<file path="config.mk">
export PLATFORM = sky130hd
export DESIGN_NAME = mux_rr_n
export DESIGN_NICKNAME = d
export VERILOG_FILES = /design/src/rtl/mux_rr_n.sv
export SDC_FILE = /design/constraint.sdc
export NUM_CORES = 1
export LEC_CHECK = 0
export ABC_AREA = 1
export CORE_MARGIN = 2
export CORE_UTILIZATION = 42
export DETAILED_ROUTE_END_ITERATION = 7
export PLACE_DENSITY = 0.85
export SLEW_MARGIN = 20
export SYNTH_ARGS = -nofsm -noshare
export SYNTH_HDL_FRONTEND = slang
export SYNTH_SLANG_ARGS = --single-unit
</file>
<file path="constraint.sdc">
create_clock -name clk -period 3.28 [get_ports clk]
set_input_delay 0.492 -clock clk [delete_from_list [all_inputs] [get_ports clk]]
set_output_delay 0.492 -clock clk [all_outputs]
set_load 0.01 [all_outputs]
</file>
<file path="src/rtl/mux_rr_n.sv">
// N-channel valid/ready multiplexer with direct, fixed-priority and round-robin
// selection feeding a single registered output stage.
module mux_rr_n #(
    parameter int N = 3,
    parameter int W = 8,
    localparam int CW = (N > 1) ? $clog2(N) : 1
) (
    input  logic            clk,
    input  logic            rst_n,
    input  logic [1:0]      mode,
    input  logic [CW-1:0]   sel,
    input  logic [N-1:0]    in_valid,
    output logic [N-1:0]    in_ready,
    input  logic [N*W-1:0]  in_data,
    output logic            out_valid,
    input  logic            out_ready,
    output logic [W-1:0]    out_data,
    output logic [CW-1:0]   out_chan
);

    logic          load;
    logic          grant_vld;
    logic [CW-1:0] grant;
    logic [CW-1:0] ptr;
    logic [W-1:0]  grant_data;

    assign load = !out_valid || out_ready;

    always_comb begin
        grant_vld = 1'b0;
        grant     = '0;
        case (mode)
            2'd0: begin
                for (int i = 0; i < N; i++) begin
                    if (int'(sel) == i && in_valid[i]) begin
                        grant_vld = 1'b1;
                        grant     = CW'(i);
                    end
                end
            end
            2'd2: begin
                // Lowest valid index overall covers the wrap case; any valid
                // index above ptr then overrides it, lowest such one winning.
                for (int i = N - 1; i >= 0; i--) begin
                    if (in_valid[i]) begin
                        grant_vld = 1'b1;
                        grant     = CW'(i);
                    end
                end
                for (int i = N - 1; i >= 0; i--) begin
                    if (in_valid[i] && i > int'(ptr)) begin
                        grant = CW'(i);
                    end
                end
            end
            default: begin
                for (int i = N - 1; i >= 0; i--) begin
                    if (in_valid[i]) begin
                        grant_vld = 1'b1;
                        grant     = CW'(i);
                    end
                end
            end
        endcase
    end

    always_comb begin
        grant_data = '0;
        for (int i = 0; i < N; i++) begin
            if (grant == CW'(i)) begin
                grant_data = in_data[i*W +: W];
            end
        end
    end

    always_comb begin
        in_ready = '0;
        if (rst_n && load && grant_vld) begin
            for (int i = 0; i < N; i++) begin
                if (grant == CW'(i)) begin
                    in_ready[i] = 1'b1;
                end
            end
        end
    end

    always_ff @(posedge clk or negedge rst_n) begin
        if (!rst_n) begin
            out_valid <= 1'b0;
            out_data  <= '0;
            out_chan  <= '0;
            ptr       <= CW'(N - 1);
        end else if (load) begin
            out_valid <= grant_vld;
            if (grant_vld) begin
                out_data <= grant_data;
                out_chan <= grant;
                if (mode == 2'd2) begin
                    ptr <= grant;
                end
            end
        end
    end

endmodule
</file>
# --- Word-level counts from Yosys, hierarchy flattened ---
# Cells that the tools add are included.
classes:
  magnitude_cmp: 2
  eq_ne: 5
  muxes: 22
  reduce_logical: 14
ops:
  columns: ["operator", "count"]
  rows:
  - ["$mux W8", 3]
  - ["$mux W2", 6]
  - ["$mux W1", 11]
  - ["$eq A2 B2 Y1 const B", 4]
  - ["$logic_and A1 B1 Y1", 7]
  - ["$logic_not A2 Y1", 3]
  - ["$pmux W2 S2", 1]
  - ["$mux W3", 1]
  - ["$reduce_and A3 Y1", 1]
  - ["$eq A2 B1 Y1 const B", 1]
  - ["$gt A1 B2 Y1 const A", 1]
  - ["$gt A2 B2 Y1 const A", 1]
  - ["$reduce_and A2 Y1", 1]
  - ["$logic_not A1 Y1", 1]
  - ["$logic_or A1 B1 Y1", 1]
word_totals:
  register_bits: 13
  in_bits: 34
  out_inout_bits: 14
  elab_cells: 47

# --- Logic depth before layout (Yosys ltp) ---
# Gate-level depths: netlist (run 1).
logic_depth:
  word_depth: 10
  mapped_depth: 11
  mapped_depth_nobuf: 11

# --- Worst setup path before layout (run 1) ---
# OpenSTA, ideal clock, no wires.
synth_timing:
  path_type: "input port to output port"
  from: "in mode[0]"
  to: "out in_ready[2]"
  arrival_time_ns: 1.423
  t_required_ns: 2.788
  path_slack_ns: 1.365
  stages: 6
  path_buffers: 1
  cell_sequence: "inv_2 > nand2_1 > a21oi_1 > a21oi_4 > buf_6 > nor3_1"
synth_via:
  elab_chain_len: 5
  elab_cells_between_ends: 8
  classes_between: "2 x eq/ne; 4 x mux; 2 x reduce/logical"
synth_lines:
  columns: ["element", "line_no", "source"]
  rows:
  - ["start: declaration", "10", "input logic [1:0] mode,"]
  - ["$eq A2 B2 Y1 / $logic_not A2 Y1 (equally long branches)", "32", "case (mode)"]
  - ["$pmux W2 S2", "32", null]
  - ["$eq A2 B2 Y1", "80", "if (grant == CW'(i)) begin"]
  - ["$mux W1", "80", null]
  - ["$mux W3 *", "78", "if (rst_n && load && grant_vld) begin"]
  - ["end: declaration", "13", "output logic [N-1:0] in_ready,"]
# Mark *: on every way between the ends. The rest lies on a longest branch, timed or not.

# --- Worst setup path in the final report (run 1) ---
layout_timing:
  from: "in mode[0]"
  to: "out in_ready[0]"
layout_via:
  elab_chain_len: 5
  elab_cells_between_ends: 8
  classes_between: "1 x eq/ne; 4 x mux; 3 x reduce/logical"
layout_lines:
  columns: ["element", "line_no"]
  rows:
  - ["$eq A2 B2 Y1 / $logic_not A2 Y1 (equally long branches)", "32"]
  - ["$pmux W2 S2", "32"]
  - ["$logic_not A2 Y1", "80"]
  - ["$mux W1", "80"]
  - ["$mux W3 *", "78"]
# Marked as above.

==> summary.md, run 1 <==
| Metric | Value |
|---|---|
| Sw frac | 0.3380 |
| Critical path's top delay family | buffers and inverters |
| Ys flop type | dfrtp_1 |
| GPL Wtd Cong | 0.8593 |
| WS Path Type | in2out |
| Top area cells in the synthesized netlist | dfrtp_1 (33%), nand2_1 (21%), nand3_1 (11%) |
| CTS tree | done |
| Yosys top cell area share | 0.3292 |
| Leak | 0.6895 nW |
| Post-synthesis mux area share | 0 |
| Cts repair resizes | 0 |
| FF-to-FF path depth | 7 |
| Crit path time final | 2.990 ns |
| Synth Instances | 139 |
| Adder-Cell Fraction of Synth Area | 0 |
| Synth Cell Area | 912.1 um2 |
| Hold Crit Depth | 2 |
| Die extent in x | 50.60 um |
| Total CTS buffers | 3 |
| Post-route ant nets | 0 |
| Worst R2R End | out_data[2]$_DFFE_PN0P_ |
| CTS Root Cell | clkbuf_4 |
| Iter 0 DRT Violations | 32 |
| R2r startpoint | ptr[1]$_DFFE_PN1P_ |
| DR pass1 iterations | 5 |
| Hold_buf cts | 0 |
| Pwr/cell area | 399.3 nW/um2 |
| Proportion of power drawn by the clock network | 0.177 |
| Syn Nets | 173 |
| Pins Over Slew Limit | 0 |
| Critical path buffers and inverters | 4 |
| Final net count | 224 |
| RSZ-0062 raised after global routing | false |
| Rows | 16 |
| Worst Path Arrival | 2.50 ns |
| Int Power | 0.3780 mW |
| Core Region | 2002 um2 |
| Antenna cells | 0 |
| Synth Area in Compound Gates | 0.06447 |
| Non-filler cells, final | 216 |
| Global-route wire length before repair | 4.153 mm |
| Clk slew on worst S/H paths | 0.08 ns |
| Largest family of logic cells by synthesized area | simple AND/OR/NAND/NOR gates |
| I/O Buffers | 47 |
| H-tree Lvls | 1 |
| CP Max Fanout | 18 |
| IO Count | 48 |
| Syn avg cell area | 6.562 um2 |
| Crit path cell chain | clkdlybuf4s50_1, inv_2, nand2_2, inv_1, nand2_1, nand2_2, a21oi_4, nand2_2, nor3_2, clkdlybuf4s50_1 |
| # setup viols final | 0 |
| Final wirelength | 2.459 mm |
| WL/cell | 11.38 um |
| Slew @ Worst Pin | 0.4588 ns |
| Footprint of the multi-input gates | 513.0 um2 |
| CP Capture Type | output pin |
| Layout cell share with drive strength beyond 1 | 0.1005 |
| Synthesis-stage register bit count | 13 |
| Asr flop ratio synth | 1.000 |
| Setup Buffers After CTS | 0 |
| Number of clock sinks | 13 |
| Vias/cell | 4.931 |
| Area growth syn-to-layout | 56.79% |
| Critical path's most frequent cell | nand2_2 |
| Xor/xnor cell area share of the yosys netlist | 0 |
| DRC viols | 0 |
| Vias in the first global route | 1022 |
| Gate power share | 0.443 |
| Hold Path End | out_data[7]$_DFFE_PN0P_ |
| Largest stage delay, worst path | 0.55 ns |
| Required @ worst endpoint | 2.79 ns |
| Critical path startpoint category | input port |
| YS warnings | 0 |
| Flip-flop and latch area | 326.6 um2 |
| Pin count of the biggest net entering global routing | 19 |
| Die area | 2560 um2 |
| Max-cap viol count | 0 |
| Initial antenna violation count | 0 |
| Sequential share of the synthesized area | 0.3580 |
| Run status | complete, no violations |
| Area leader, netlist | dfrtp_1 |
| Max VDD drop | 0.0002479 V |
| Final Cycle Share | 0.9116 |
| Clk_skew | 0.001158 ns |
| Fmax | 0.3344 GHz |
| GRT Residual Overflow | 0 |
| Fin Setup TNS | 0 ns |
| Synth Area in Simple Gates | 0.4979 |
| Flop pwr share | 0.381 |
| Slowest CP cell | clkdlybuf4s50_1 |
| HP Class | reg2reg |
| Via Count | 1065 |
| Worst hold start | out_data[7]$_DFFE_PN0P_ |
| Initial Util | 0.4556 |
| HPWL Detailed | 2.062 mm |
| Fillers | 163 |
| Most frequent cell after synthesis | nand2_1 |
| NetSw | 0.1930 mW |
| Worst relative slew slack | 0.6941 |
| Dpl cells | 212 |
| Top cells by count, synth | nand2_1 (50), nand3_1 (20), nor2_1 (19), dfrtp_1 (12), inv_1 (10) |
| Final hold vios | 0 |
| Die H | 50.60 um |
| Reg-to-reg slack, setup | 1.70 ns |
| Max clock buf depth | 2 |
| Global Route Usage Sum | 0.2180 |
| EDFF count, synth | 0 |
| Clk_lat worst skew | 0.27 ns |
| Synth cell types | 20 |
tightest hold or removal path: stages (launching register included):
cell and delay, ns:
dfrtp_1 0.35, nand2_1 0.05, nand2_1 0.05
how the worst max path moves through the flow:
stage,slack (ns),endpoint,from,cells past startpoint
after floorplan,1.37,in_ready[2],mode[0],6
after global routing,0.20,in_ready[0],mode[0],10
final,0.29,in_ready[0],mode[0],10
after global placement,0.37,in_ready[0],in_valid[1],8
after detailed placement,0.30,in_ready[0],mode[0],10
after CTS,0.30,in_ready[0],mode[0],10
area by class of cell:
cell class              instances  share of cell area
inverters                      12             0.03150
well taps                      27             0.02362
flip-flops and latches         13              0.2283
multi-input cells             111              0.3587
clock buffers                   4             0.01837
repair buffers                 49              0.3395
power groups by stage:
| stage | Clock [mW] | Sequential (mW) | Combinational [mW] |
|---|---|---|---|
| 2_1_floorplan | 0 | 0.233 | 0.111 |
| 3_3_place_gp | 0 | 0.218 | 0.248 |
| 3_5_place_dp | 0 | 0.221 | 0.254 |
| 4_1_cts | 0.102 | 0.218 | 0.255 |
| 5_1_grt | 0.111 | 0.221 | 0.279 |
| 6_report | 0.101 | 0.217 | 0.253 |
cell usage in the layout (no fill, tap or decap), drive strengths merged:
cell,synthesis,routed
nand3,21,21
clkdlybuf4s50,0,47
dfstp,1,1
nor2,21,21
dfrtp,12,12
nor3,3,3
o21ai,3,3
nand3b,1,1
nand2,56,56
buf,3,2
o21a,1,1
clkbuf,0,4
a21oi,5,5
inv,12,12
flip-flops by register name, summed over array words and instances (netlist names):
name,flops
out_data,8
out_chan,2
ptr,2
out_valid,1
cell families after synthesis:
kind of cell,Yosys count
compound gates,9
buf+inv,15
flops,13
simple gates,102
through the flow:
| step | utilization | hold slack [ns] | area (um2) | worst slack, ns | total power [mW] |
|---|---|---|---|---|---|
| 2_1_floorplan | - | 0.1964 | 912.1 | 1.365 | 0.3434 |
| 3_3_place_gp | 0.7013 | 0.4635 | 1404 | 0.3693 | 0.4660 |
| 3_5_place_dp | 0.7013 | 0.4651 | 1404 | 0.2990 | 0.4747 |
| 4_1_cts | 0.7144 | 0.4870 | 1430 | 0.3024 | 0.5750 |
| 5_1_grt | 0.7144 | 0.5045 | 1430 | 0.2022 | 0.6119 |
| 6_report | 0.7144 | 0.4823 | 1430 | 0.2898 | 0.5711 |
per-layer routing:
metal  GRT usage  share of wire
met1      0.2127           0.38
met2      0.4232           0.54
met3     0.04464          0.067
met4      0.1126          0.013
met5           0              0
Note: power is estimated with default switching activity, not from simulation.
==> run 2: changes to the inputs <==
--- a/config.mk
+++ b/config.mk
@@ -7,9 +7,10 @@
 export LEC_CHECK = 0
 export ABC_AREA = 1
 export CORE_MARGIN = 2
-export CORE_UTILIZATION = 42
+export CORE_UTILIZATION = 40
+export CTS_CLUSTER_SIZE = 24
 export DETAILED_ROUTE_END_ITERATION = 7
-export PLACE_DENSITY = 0.85
+export PLACE_DENSITY = 0.81
 export SLEW_MARGIN = 20
 export SYNTH_ARGS = -nofsm -noshare
 export SYNTH_HDL_FRONTEND = slang
==> run 2 against run 1 <==
Global-route usage fell by 2.4 points. Maximum frequency rose by 0.27%. Clock skew rose by 0.0038 ns. Worst setup slack improved by 0.0082 ns. Hold slack improved by 0.0021 ns. Utilization fell by 6.1 points. Die area rose by 4.6%. Design area barely moved. Sequential share of layout area barely moved. Sequential power barely moved. Critical endpoint unchanged. Largest cell class unchanged.
==> summary.md, run 2 (synthesis gave the netlist of run 1 again) <==
| Metric | Value |
|---|---|
| H-tree Lvls | 1 (unchanged) |
| Number of clock sinks | 13 (unchanged) |
| DR pass1 iterations | 4 (was 5) |
| Final net count | 224 (unchanged) |
| Iter 0 DRT Violations | 28 (was 32) |
| Fin Setup TNS | 0 ns (unchanged) |
| Clk_skew | 0.004952 ns (was 0.001158 ns) |
| Vias in the first global route | 993 (was 1022) |
| NetSw | 0.1872 mW (was 0.1930 mW) |
| Hold_buf cts | 0 (unchanged) |
| Worst hold start | out_data[4]$_DFFE_PN0P_ (was out_data[7]$_DFFE_PN0P_) |
| Commonest non-fill, non-tap cells in the layout | nand2_1 (50), clkdlybuf4s50_1 (47), nand3_1 (20) (unchanged) |
| GPL Wtd Cong | 0.8147 (was 0.8593) |
| Slew @ Worst Pin | 0.4701 ns (was 0.4588 ns) |
| Total Power | 0.5652 mW (was 0.5711 mW) |
| Die area | 2678 um2 (was 2560 um2) |
| WS Path Type | in2out (unchanged) |
| Final hold vios | 0 (unchanged) |
| Pwr/cell area | 394.9 nW/um2 (was 399.3 nW/um2) |
| Proportion of power drawn by the clock network | 0.173 (was 0.177) |
| HPWL Detailed | 1.905 mm (was 2.062 mm) |
| # setup viols final | 0 (unchanged) |
| Flop pwr share | 0.385 (was 0.381) |
| Cts repair resizes | 0 (unchanged) |
| Commonest non-fill, non-tap cell in the layout | nand2_1 (unchanged) |
| Final Cycle Share | 0.9091 (was 0.9116) |
| Critical path startpoint category | input port (unchanged) |
| Post-route ant nets | 0 (unchanged) |
| Area growth syn-to-layout | 56.93% (was 56.79%) |
| Largest registers | out_data x8, out_chan x2, ptr x2 (unchanged) |
| Hold Path End | out_data[4]$_DFFE_PN0P_ (was out_data[7]$_DFFE_PN0P_) |
| Initial antenna violation count | 0 (unchanged) |
| R2r startpoint | ptr[1]$_DFFE_PN1P_ (unchanged) |
| Max FFs per register | 8 (unchanged) |
| Clk slew on worst S/H paths | 0.07 ns (was 0.08 ns) |
| Initial Util | 0.4163 (was 0.4556) |
| CP Max Fanout | 18 (unchanged) |
| Leak | 0.6895 nW (unchanged) |
| Worst relative slew slack | 0.6859 (was 0.6941) |
| Dpl cells | 213 (was 212) |
| Gate power share | 0.443 (about the same) |
| Die extent in x | 51.75 um (was 50.60 um) |
| Global Route Usage Sum | 0.1938 (was 0.2180) |
| Run status | complete, no violations (unchanged) |
| Total CTS buffers | 3 (unchanged) |
| Required @ worst endpoint | 2.79 ns (about the same) |
| Worst Path Arrival | 2.49 ns (was 2.50 ns) |
| I/O Buffers | 47 (unchanged) |
| Reg-to-reg slack, setup | 1.72 ns (was 1.70 ns) |
| Layout cell share with drive strength beyond 1 | 0.1005 (unchanged) |
| Hold Crit Depth | 2 (unchanged) |
| Antenna cells | 0 (unchanged) |
| Worst R2R End | out_data[6]$_DFFE_PN0P_ (was out_data[2]$_DFFE_PN0P_) |
| Rows | 17 (was 16) |
| GRT Residual Overflow | 0 (unchanged) |
| WL/cell | 10.82 um (was 11.38 um) |
| CTS tree | done (unchanged) |
| Max clock buf depth | 2 (unchanged) |
| IO Count | 48 (unchanged) |
| Fmax | 0.3353 GHz (was 0.3344 GHz) |
| RSZ-0062 raised after global routing | false (unchanged) |
| Via Count | 1049 (was 1065) |
| Vias/cell | 4.834 (was 4.931) |
| Global-route wire length before repair | 3.898 mm (was 4.153 mm) |
| HP Class | reg2reg (unchanged) |
| Pin count of the biggest net entering global routing | 19 (unchanged) |
| FF-to-FF path depth | 7 (unchanged) |
| Clk_lat worst skew | 0.27 ns (about the same) |
| Final wirelength | 2.348 mm (was 2.459 mm) |
| Max VDD drop | 0.0004104 V (was 0.0002479 V) |
| Sw frac | 0.3312 (was 0.3380) |
| Largest Register | out_data (unchanged) |
| CTS Root Cell | clkbuf_4 (unchanged) |
| CP Capture Type | output pin (unchanged) |
| Crit path time final | 2.982 ns (was 2.990 ns) |
| Pins Over Slew Limit | 0 (unchanged) |
| Setup Buffers After CTS | 0 (unchanged) |
| Die H | 51.75 um (was 50.60 um) |
| DRC viols | 0 (unchanged) |
| Max-cap viol count | 0 (unchanged) |
| Core Region | 2191 um2 (was 2002 um2) |
| Int Power | 0.3780 mW (about the same) |
| Non-filler cells, final | 217 (was 216) |
==> run 2: metal layers <==
layer / wire (um) / global-route usage / vias to the layer above
met1: 982 / 0.2327 / 464
li1: - / - / 537
met3: 169 / 0.04885 / 4
met5: 0 / 0 / -
met4: 29 / 0.05702 / 0
met2: 1166 / 0.3397 / 44
==> run 2: worst max-delay path by stage <==
stage,startpoint,end,cells past startpoint
2_1_floorplan,mode[0],in_ready[2],6
3_3_place_gp,in_valid[1],in_ready[0],8
3_5_place_dp,in_valid[1],in_ready[0],8
4_1_cts,in_valid[1],in_ready[0],8
5_1_grt,in_valid[1],in_ready[0],8
6_report,in_valid[1],in_ready[0],8
==> run 2: worst max-delay path, stage by stage <==
cell and delay (ns):
clkdlybuf4s50_1 0.58, nor2_2 0.09, nand2_1 0.08, nand2_2 0.08, a21oi_4 0.42, nand2_2 0.09
nor3_2 0.11, clkdlybuf4s50_1 0.55
==> run 2: power by group through the flow <==
stage	combinational, mW	sequential [mW]	clock (mW)
after floorplan	0.111	0.233	0
after global placement	0.250	0.220	0
after detailed placement	0.253	0.220	0
after CTS	0.254	0.218	0.100
after global routing	0.278	0.222	0.108
final	0.250	0.217	0.0976
==> run 2: cell type report <==
cell class | instances | area (um2)
Clock buffer | 4 | 26.28
Multi-Input combinational cell | 111 | 513.0
Timing Repair Buffer | 49 | 485.5
Inverter | 12 | 45.04
Tap cell | 28 | 35.03
Sequential cell | 13 | 326.6
Fill cell | 194 | 759.5
==> run 2: metrics by stage <==
stage / instance area [um2] / hold slack [ns] / setup slack, ns / utilization
6_report: 1431 / 0.4844 / 0.2980 / 0.6533
5_1_grt: 1431 / 0.5118 / 0.1757 / 0.6533
4_1_cts: 1431 / 0.4878 / 0.2861 / 0.6533
3_5_place_dp: 1405 / 0.4689 / 0.2932 / 0.6413
3_3_place_gp: 1405 / 0.4640 / 0.3432 / 0.6413
2_1_floorplan: 912.1 / 0.1964 / 1.365 / -
